--- config.mk ---
export PLATFORM = sky130hd
export DESIGN_NAME = ifetch_queue
export DESIGN_NICKNAME = d
export VERILOG_FILES = /design/src/rtl/ifetch_queue_pkg.sv /design/src/rtl/ifetch_queue_fifo.sv /design/src/rtl/ifetch_queue.sv
export SDC_FILE = /design/constraint.sdc
export NUM_CORES = 1
export LEC_CHECK = 0
export CAP_MARGIN = 25
export CORE_UTILIZATION = 35
export CTS_CLUSTER_DIAMETER = 60
export DETAILED_ROUTE_END_ITERATION = 10
export SETUP_SLACK_MARGIN = 0.3
export SYNTH_ARGS = -nofsm -noshare
export SYNTH_HDL_FRONTEND = slang
export SYNTH_HIERARCHICAL = 1
export SYNTH_SLANG_ARGS = --single-unit
--- constraint.sdc ---
create_clock -name clk_in -period 10.48 [get_ports clk_in]
set_clock_uncertainty 0.1 [all_clocks]
set_input_delay 2.62 -clock clk_in [delete_from_list [all_inputs] [get_ports clk_in]]
set_output_delay 2.62 -clock clk_in [all_outputs]
set_load 0.01 [all_outputs]
--- src/rtl/ifetch_queue_pkg.sv ---
// Shared definitions for the instruction-fetch queue: FSM encodings and default widths.
package ifetch_queue_pkg;
  localparam int XLEN_DEFAULT = 32;
  localparam int INS_W        = 32;

  typedef enum logic [1:0] {
    ST_IDLE = 2'd0,
    ST_WAIT = 2'd1,
    ST_DROP = 2'd2
  } ifq_state_e;
endpackage

--- src/rtl/ifetch_queue_fifo.sv ---
// Fetch-queue storage: circular buffer with synchronous flush and a registered head entry.
module ifq_fifo #(
  parameter int WIDTH = 96,
  parameter int DEPTH = 4
) (
  input  logic                   clk,
  input  logic                   rst_n,
  input  logic                   i_en,
  input  logic                   i_flush,
  input  logic                   i_push,
  input  logic [WIDTH-1:0]       i_data,
  input  logic                   i_pop,
  output logic                   o_valid,
  output logic [WIDTH-1:0]       o_head,
  output logic [$clog2(DEPTH):0] o_count
);
  localparam int AW = $clog2(DEPTH);
  localparam logic [AW:0]   FULL    = (AW+1)'(DEPTH);
  localparam logic [AW:0]   CNT_ONE = (AW+1)'(1);
  localparam logic [AW-1:0] PTR_ONE = AW'(1);

  logic [WIDTH-1:0] r_mem [DEPTH];
  logic [AW-1:0]    r_rd, r_wr, w_rd_nxt, w_wr_nxt;
  logic [AW:0]      r_cnt, w_cnt_pop, w_cnt_nxt;
  logic [WIDTH-1:0] r_head, w_head_nxt;
  logic             w_pop, w_push;

  assign w_pop     = i_pop && (r_cnt != '0);
  assign w_push    = i_push && (r_cnt != FULL);
  assign w_rd_nxt  = w_pop ? r_rd + PTR_ONE : r_rd;
  assign w_wr_nxt  = w_push ? r_wr + PTR_ONE : r_wr;
  assign w_cnt_pop = w_pop ? r_cnt - CNT_ONE : r_cnt;
  assign w_cnt_nxt = w_push ? w_cnt_pop + CNT_ONE : w_cnt_pop;

  // The head register must track what the array will hold at w_rd_nxt after this edge;
  // when the pushed entry becomes the only one, it bypasses the array.
  always_comb begin
    w_head_nxt = r_head;
    if (i_flush)
      w_head_nxt = '0;
    else if (w_push && (w_cnt_pop == '0))
      w_head_nxt = i_data;
    else if (w_cnt_pop != '0)
      w_head_nxt = r_mem[w_rd_nxt];
  end

  always_ff @(posedge clk or negedge rst_n) begin
    if (!rst_n) begin
      r_rd   <= '0;
      r_wr   <= '0;
      r_cnt  <= '0;
      r_head <= '0;
    end else if (i_en) begin
      r_head <= w_head_nxt;
      if (i_flush) begin
        r_rd  <= '0;
        r_wr  <= '0;
        r_cnt <= '0;
      end else begin
        r_rd  <= w_rd_nxt;
        r_wr  <= w_wr_nxt;
        r_cnt <= w_cnt_nxt;
      end
    end
  end

  always_ff @(posedge clk) begin
    if (i_en && w_push && !i_flush)
      r_mem[r_wr] <= i_data;
  end

  assign o_valid = (r_cnt != '0);
  assign o_head  = r_head;
  assign o_count = r_cnt;
endmodule

--- src/rtl/ifetch_queue.sv ---
// Instruction fetch front end: one outstanding icache request, branch-predicted next PC,
// and a small queue feeding the decoder; redirects flush and drop stale responses.
module ifetch_queue
  import ifetch_queue_pkg::*;
#(
  parameter int              XLEN     = XLEN_DEFAULT,
  parameter int              DEPTH    = 4,
  parameter logic [XLEN-1:0] RESET_PC = '0
) (
  input  logic             clk_in,
  input  logic             rstn_in,
  input  logic             rdy_in,
  output logic             ic_req_valid,
  output logic [XLEN-1:0]  ic_req_pc,
  input  logic             ic_resp_valid,
  input  logic [INS_W-1:0] ic_resp_ins,
  output logic [XLEN-1:0]  bp_pc,
  output logic [INS_W-1:0] bp_ins,
  input  logic [XLEN-1:0]  bp_pred_pc,
  output logic             dec_valid,
  input  logic             dec_ready,
  output logic [INS_W-1:0] dec_ins,
  output logic [XLEN-1:0]  dec_pc,
  output logic [XLEN-1:0]  dec_pred_pc,
  input  logic             redirect_valid,
  input  logic [XLEN-1:0]  redirect_pc
);
  localparam int            EW       = INS_W + 2 * XLEN;
  localparam int            CW       = $clog2(DEPTH) + 1;
  localparam logic [CW-1:0] FULL_CNT = CW'(DEPTH);

  ifq_state_e      r_state, w_state_nxt;
  logic [XLEN-1:0] r_pc, w_pc_nxt;
  logic            r_req_valid;
  logic [XLEN-1:0] r_req_pc;
  logic            w_req, w_enq;
  logic [CW-1:0]   w_count;
  logic [EW-1:0]   w_head;

  always_comb begin
    w_state_nxt = r_state;
    w_req       = 1'b0;
    w_enq       = 1'b0;
    unique case (r_state)
      ST_IDLE: begin
        if (!redirect_valid && (w_count < FULL_CNT)) begin
          w_req       = 1'b1;
          w_state_nxt = ST_WAIT;
        end
      end
      ST_WAIT: begin
        if (ic_resp_valid) begin
          w_enq       = !redirect_valid;
          w_state_nxt = ST_IDLE;
        end else if (redirect_valid) begin
          w_state_nxt = ST_DROP;
        end
      end
      // The stale response always retires DROP, even alongside a new redirect,
      // since the icache answers each request exactly once.
      ST_DROP: begin
        if (ic_resp_valid)
          w_state_nxt = ST_IDLE;
      end
      default: w_state_nxt = ST_IDLE;
    endcase
  end

  assign w_pc_nxt = redirect_valid ? redirect_pc : (w_enq ? bp_pred_pc : r_pc);

  always_ff @(posedge clk_in or negedge rstn_in) begin
    if (!rstn_in) begin
      r_state     <= ST_IDLE;
      r_pc        <= RESET_PC;
      r_req_valid <= 1'b0;
      r_req_pc    <= '0;
    end else if (rdy_in) begin
      r_state     <= w_state_nxt;
      r_pc        <= w_pc_nxt;
      r_req_valid <= w_req;
      if (w_req)
        r_req_pc <= r_pc;
    end
  end

  ifq_fifo #(
    .WIDTH (EW),
    .DEPTH (DEPTH)
  ) u_fifo (
    .clk     (clk_in),
    .rst_n   (rstn_in),
    .i_en    (rdy_in),
    .i_flush (redirect_valid),
    .i_push  (w_enq),
    .i_data  ({ic_resp_ins, r_pc, bp_pred_pc}),
    .i_pop   (dec_ready),
    .o_valid (dec_valid),
    .o_head  (w_head),
    .o_count (w_count)
  );

  assign {dec_ins, dec_pc, dec_pred_pc} = w_head;
  assign ic_req_valid = r_req_valid;
  assign ic_req_pc    = r_req_pc;
  assign bp_pc        = r_pc;
  assign bp_ins       = ic_resp_ins;
endmodule
==> flow_metrics.env, run 1 <==
export IMPL_status="completed"
export IMPL_synthToLayoutAreaGrowth_pct=21.3
export IMPL_worst_path_buf_inv=2
export IMPL_cp_required_ns=7.76
export IMPL_firstDrtPassIters=5
export IMPL_cpPeakStageDelay_ns=0.63
export IMPL_synth_top_area_cell="edfxtp_1"
export IMPL_post_cts_buffers=0
export IMPL_grt_ovfl_total=0
export IMPL_syn_area_um2=27000
export IMPL_tightest_slew_ns=1.24
export IMPL_synth_top_area_share_pct=42.7
export IMPL_utilization_pct=43.0
export IMPL_synth_net_count=2297
export IMPL_synth_yosys_seq_area_share_pct=58.4
export IMPL_endpoint_kind="output pin"
export IMPL_synth_edff_count=384
export IMPL_wl_met2_mm=42.3
export IMPL_dpl_hpwl_mm=47.8
export IMPL_grt_pass1_wl_mm=131
export IMPL_syn_inst=2187
export IMPL_ys_flop_type="edfxtp_1"
export IMPL_arrival_ns=3.85
export IMPL_clock_path_buffers=3
export IMPL_cpMaxStageDelayCell="clkdlybuf4s50_1"
export IMPL_hold_buffers=0
export IMPL_vias_per_cell=6.20
export IMPL_synth_area_top_cells="edfxtp_1 (43%), dfrtp_1 (16%), or4_1 (5.2%)"
export IMPL_clk_latency_ns=0.61
export IMPL_ir_drop_uv=209
export IMPL_dr_total_vias=21100
export IMPL_root_buffer="clkbuf_16"
export IMPL_wl_per_cell_um=25.8
export IMPL_first_global_vias=21300
export IMPL_core_um2=76200
export IMPL_cts_clk_slew_worst_paths_ns=0.06
export IMPL_core_rowCount=101
export IMPL_power_density_nw_per_um2=277
export IMPL_fp_dieArea_um2=78300
export IMPL_cts_resized=0
export IMPL_die_w_um=280
export IMPL_worstSetupPathType="input pin to output pin"
export IMPL_dr_wl_met3_mm=6.31
export IMPL_setup_viol=0
export IMPL_antenna_found_initial=6
export IMPL_highest_layer="met5"
export IMPL_hp_class="flop to flop"
export IMPL_fmax_ghz=0.152
export IMPL_numCtsBuffers=72
export IMPL_yosysWarningCount=6
export IMPL_crit_chain="clkdlybuf4s50_1 > clkdlybuf4s50_1"
export IMPL_cts_htree_levels=3
export IMPL_relSlewSlack_pct=17.5
export IMPL_wl_met1_mm=36.2
export IMPL_async_flop_share_pct=30.7
export IMPL_die_h_um=280
export IMPL_grt_setup_unrepaired="false"
export IMPL_antenna_left=0
export IMPL_layout_common_cells="edfxtp_1 (384), clkdlybuf4s50_1 (292), o21ai_0 (194)"
export IMPL_grt_start_max_net_pins=264
export IMPL_path_common_cell="clkdlybuf4s50_1"
export IMPL_synth_cell_types=53
export IMPL_drc=0
export IMPL_cts_tree="built"
export IMPL_portBuffers=295
export IMPL_pin_count=296
export IMPL_cp_top_family="buffers and inverters"
export IMPL_syn_area_per_cell_um2=12.4
export IMPL_initial_core_util_pct=35.5
export IMPL_layout_commonest_cell="edfxtp_1"
export IMPL_cap_viol_max_count=0
export IMPL_gp_congestion=0.778
export IMPL_layout_drive_gt1_share_pct=11.3
export IMPL_cp_start_kind="input pin"
export IMPL_grtUsageTotal_pct=21.8
export IMPL_finalCritPeriodShare_pct=62.7
export IMPL_crit_path_max_fanout=6
export IMPL_p_leak_nw=10.6
export IMPL_clkSinkCount=554
export IMPL_fillCellCount=6947
export IMPL_drt_initial_drc_count=2100
export IMPL_hold_viol_final=0
export IMPL_min_period_ns=6.57
export IMPL_finalSetupTns_ns=0
export IMPL_finalMaxSlewViolations=0
export IMPL_ys_ff_latch=554
export IMPL_fin_nets=2418
export IMPL_wirelength_mm=87.7
[worst min-delay path, delay by kind of cell (launching register included)]
kind | cells | cell delay [ns]
AO/OA/AOI/OAI | 2 | 0.13
flip-flops | 1 | 0.34
[state kept, by name (all words and copies together) (netlist names)]
name,cells
bp_pc,32
ic_req_pc,32
ic_req_valid,1
r_state,2
u_fifo/o_count,3
u_fifo/o_head,96
u_fifo/r_mem,384
u_fifo/r_rd,2
u_fifo/r_wr,2
[kinds of logic (layout without fill, tap and decap cells)]
group	Yosys count	after routing	share of synthesized area, %
buf+inv	301	479	5.02
other cells	0	4	0
simple gates	336	336	7.75
xor+xnor	3	3	0.0972
mux	192	192	7.97
fa+ha+maj	8	8	0.370
compound gates	793	793	20.4
flops	554	554	58.4
[path summary, 6_finish.rpt]
check,from,to,slack [ns],cells past startpoint
min in group asynchronous,rstn_in,ic_req_pc[18],1.97,1
setup reg to reg,u_fifo/o_count[0],u_fifo/o_head[23],5.88,10
max in group asynchronous,rstn_in,u_fifo/r_rd[1],6.84,2
hold reg to reg,u_fifo/o_head[63],u_fifo/o_head[63],0.40,2
setup / recovery,ic_resp_ins[30],bp_ins[30],3.91,2
hold / removal,u_fifo/o_head[63],u_fifo/o_head[63],0.40,2
[final cells by class]
| cell class | instances | area, um^2 | share of cell area, % |
|---|---|---|---|
| antenna | 4 | 10.0 | 0.0305 |
| clock buffer | 92 | 1970 | 6.01 |
| clock inverter | 39 | 400 | 1.22 |
| inverter | 12 | 67.6 | 0.206 |
| multi-input combinational | 1332 | 9910 | 30.2 |
| sequential | 554 | 15800 | 48.2 |
| tap | 1030 | 1290 | 3.93 |
| timing repair buffer | 336 | 3330 | 10.2 |
[synth_stat cells (all sizes together) (95+ instances only)]
master,instances
a22oi,97
dfrtp,170
o31ai,96
mux2,98
edfxtp,384
a31oi,98
a21oi,95
clkbuf,192
o21ai,195
nor2,100
buf,97
or4,188
[routing by layer]
layer	vias to the layer above	track usage, %
met5	-	0
met4	4	8.86
met2	1017	36.2
met3	184	3.88
met1	10700	28.1
li1	9131	-
[report_power, final]
group	total [W]	switching [W]	internal (W)
logic	0.00370	0.00233	0.00137
registers	0.00294	0.000308	0.00263
clock network	0.00245	0.000966	0.00149
[metrics by stage]
| step | setup WS, ns | power, W | instances | hold slack, ns | instance area [um^2] |
|---|---|---|---|---|---|
| 2_1_floorplan | -0.922 | 0.00528 | 2187 | 0.361 | 27000 |
| 3_3_place_gp | 3.86 | 0.00649 | 3259 | 0.385 | 30300 |
| 3_5_place_dp | 3.90 | 0.00662 | 3262 | 0.390 | 30300 |
| 4_1_cts | 3.89 | 0.00911 | 3393 | 0.406 | 32700 |
| 5_1_grt | 3.87 | 0.00955 | 3397 | 0.418 | 32800 |
| 6_report | 3.91 | 0.00909 | 3399 | 0.401 | 32800 |
No activity file was read; power rests on OpenSTA's default activity.
==> run 2, diff against run 1 <==
clock period = 6.57 ns   (was 10.48 ns; I/O delays follow)
==> run 2 against run 1 <==
Effect of this change:
- via count is 0.59% lower
- worst setup slack worse by 2.0 ns
- first-iteration DRC count down 3.1%
- clock power is 49% higher
- critical endpoint is now dec_valid
- critical path depth up 3
==> flow_metrics.env, run 2 (same netlist as run 1, synthesis figures left out) <==
export IMPL_status="completed"
export IMPL_pin_count=296
export IMPL_relSlewSlack_pct=19.9
export IMPL_cts_clk_slew_worst_paths_ns=0.06
export IMPL_multi_input_area_um2=9940
export IMPL_layout_drive_gt1_share_pct=11.2
export IMPL_fmax_ghz=0.214
export IMPL_place_inst=3258
export IMPL_worstSetupPathType="flop to output pin"
export IMPL_grt_ovfl_total=0
export IMPL_grt_start_max_net_pins=214
export IMPL_first_global_vias=20800
export IMPL_dpl_hpwl_mm=47.4
export IMPL_drt_initial_drc_count=2035
export IMPL_cp_required_ns=4.83
export IMPL_endpoint_kind="output pin"
export IMPL_arrival_ns=2.93
export IMPL_initial_core_util_pct=35.5
export IMPL_numCtsBuffers=68
export IMPL_die_w_um=280
export IMPL_cp_start_kind="flop"
export IMPL_wirelength_mm=88.0
export IMPL_total_power_w=0.0143
export IMPL_grt_pass1_wl_mm=131
export IMPL_core_rowCount=101
export IMPL_die_h_um=280
export IMPL_gp_congestion=0.754
export IMPL_power_density_nw_per_um2=438
export IMPL_cts_htree_levels=3
export IMPL_post_cts_buffers=0
export IMPL_clk_latency_ns=0.62
export IMPL_fillCellCount=6922
export IMPL_largest_reg_flops=384
export IMPL_dr_total_vias=21000
export IMPL_clkSinkCount=554
export IMPL_fin_nets=2409
export IMPL_setup_viol=0
export IMPL_core_um2=76200
export IMPL_finalMaxSlewViolations=0
export IMPL_drc=0
export IMPL_tightest_slew_ns=1.20
export IMPL_portBuffers=295
export IMPL_firstDrtPassIters=6
export IMPL_cts_tree="built"
export IMPL_finalCritPeriodShare_pct=71.1
export IMPL_antenna_left=0
export IMPL_grt_setup_unrepaired="false"
export IMPL_grtUsageTotal_pct=21.9
export IMPL_root_buffer="clkbuf_16"
export IMPL_clock_path_buffers=3
export IMPL_cts_resized=0
export IMPL_vias_per_cell=6.19
export IMPL_p_leak_nw=10.5
export IMPL_antenna_cells=0
export IMPL_antenna_found_initial=2
export IMPL_ir_drop_uv=351
export IMPL_stdcell_count=3385
export IMPL_utilization_pct=42.8
export IMPL_top_register="u_fifo/r_mem"
export IMPL_cap_viol_max_count=0
export IMPL_synthToLayoutAreaGrowth_pct=20.6
export IMPL_min_period_ns=4.67
export IMPL_layout_common_cells="edfxtp_1 (384), clkdlybuf4s50_1 (292), o21ai_0 (194)"
export IMPL_fp_dieArea_um2=78300
export IMPL_hold_buffers=0
export IMPL_register_area_um2=15800
export IMPL_hp_class="flop to flop"
export IMPL_hold_viol_final=0
export IMPL_layout_commonest_cell="edfxtp_1"
export IMPL_wl_per_cell_um=26.0
export IMPL_crit_path_max_fanout=133
==> run 2: changes by cell type in the layout (fill, tap and decap cells not counted), sizes merged <==
| cell | previous run | this run |
|---|---|---|
| inv | 20 | 22 |
| buf | 43 | 39 |
| clkinv | 21 | 19 |
| diode | 4 | 0 |
| bufinv | 6 | 3 |
| clkbuf | 93 | 92 |
| clkinvlp | 4 | 2 |
==> run 2: cell type report <==
class,count,share of cell area [%]
clock inverter,34,0.875
sequential,554,48.5
timing repair buffer,331,10.2
clock buffer,92,5.78
inverter,12,0.207
multi-input combinational,1332,30.5
tap,1030,3.95
==> run 2: critical path, cell delays in order, from the launching register on <==
cell and delay [ns]:
dfrtp_1 0.40, inv_1 0.09, ha_1 0.28, nor2b_4 0.18, inv_8 0.61, clkdlybuf4s50_1 0.68
==> run 2: worst paths after layout <==
kind / start / endpoint / slack, ns / cells past startpoint
setup / recovery: u_fifo/o_count[0] / dec_valid / 1.90 / 5
hold / removal: u_fifo/o_head[86] / u_fifo/o_head[86] / 0.40 / 2
setup reg to reg: u_fifo/o_count[0] / u_fifo/o_head[13] / 2.26 / 12
hold reg to reg: u_fifo/o_head[86] / u_fifo/o_head[86] / 0.40 / 2
max in group asynchronous: rstn_in / u_fifo/o_head[25] / 4.07 / 2
min in group asynchronous: rstn_in / bp_pc[21] / 0.96 / 1
==> run 2: report_power, final <==
group / internal, W / total (W) / switching, W
registers: 0.00420 / 0.00478 / 0.000585
logic: 0.00219 / 0.00583 / 0.00364
clock network: 0.00215 / 0.00365 / 0.00151
==> run 2: per-layer routing <==
metal	wire length (um)	vias to the layer above	track usage (%)
met4	2270	2	7.58
met5	12	-	0
met2	42400	1074	36.4
li1	-	9106	-
met1	36400	10600	28.7
met3	6850	151	3.79
==> run 2: per-stage QoR <==
| stage | area, um^2 | TNS [ns] | worst slack [ns] | hold WS [ns] |
|---|---|---|---|---|
| 3_3_place_gp | 30400 | 0 | 1.79 | 0.376 |
| 4_1_cts | 32600 | 0 | 1.88 | 0.406 |
| 6_report | 32600 | 0 | 1.90 | 0.400 |
| 5_1_grt | 32600 | 0 | 1.78 | 0.423 |
| 2_1_floorplan | 27000 | -182.92 | -0.488 | 0.361 |
| 3_5_place_dp | 30400 | 0 | 1.66 | 0.390 |
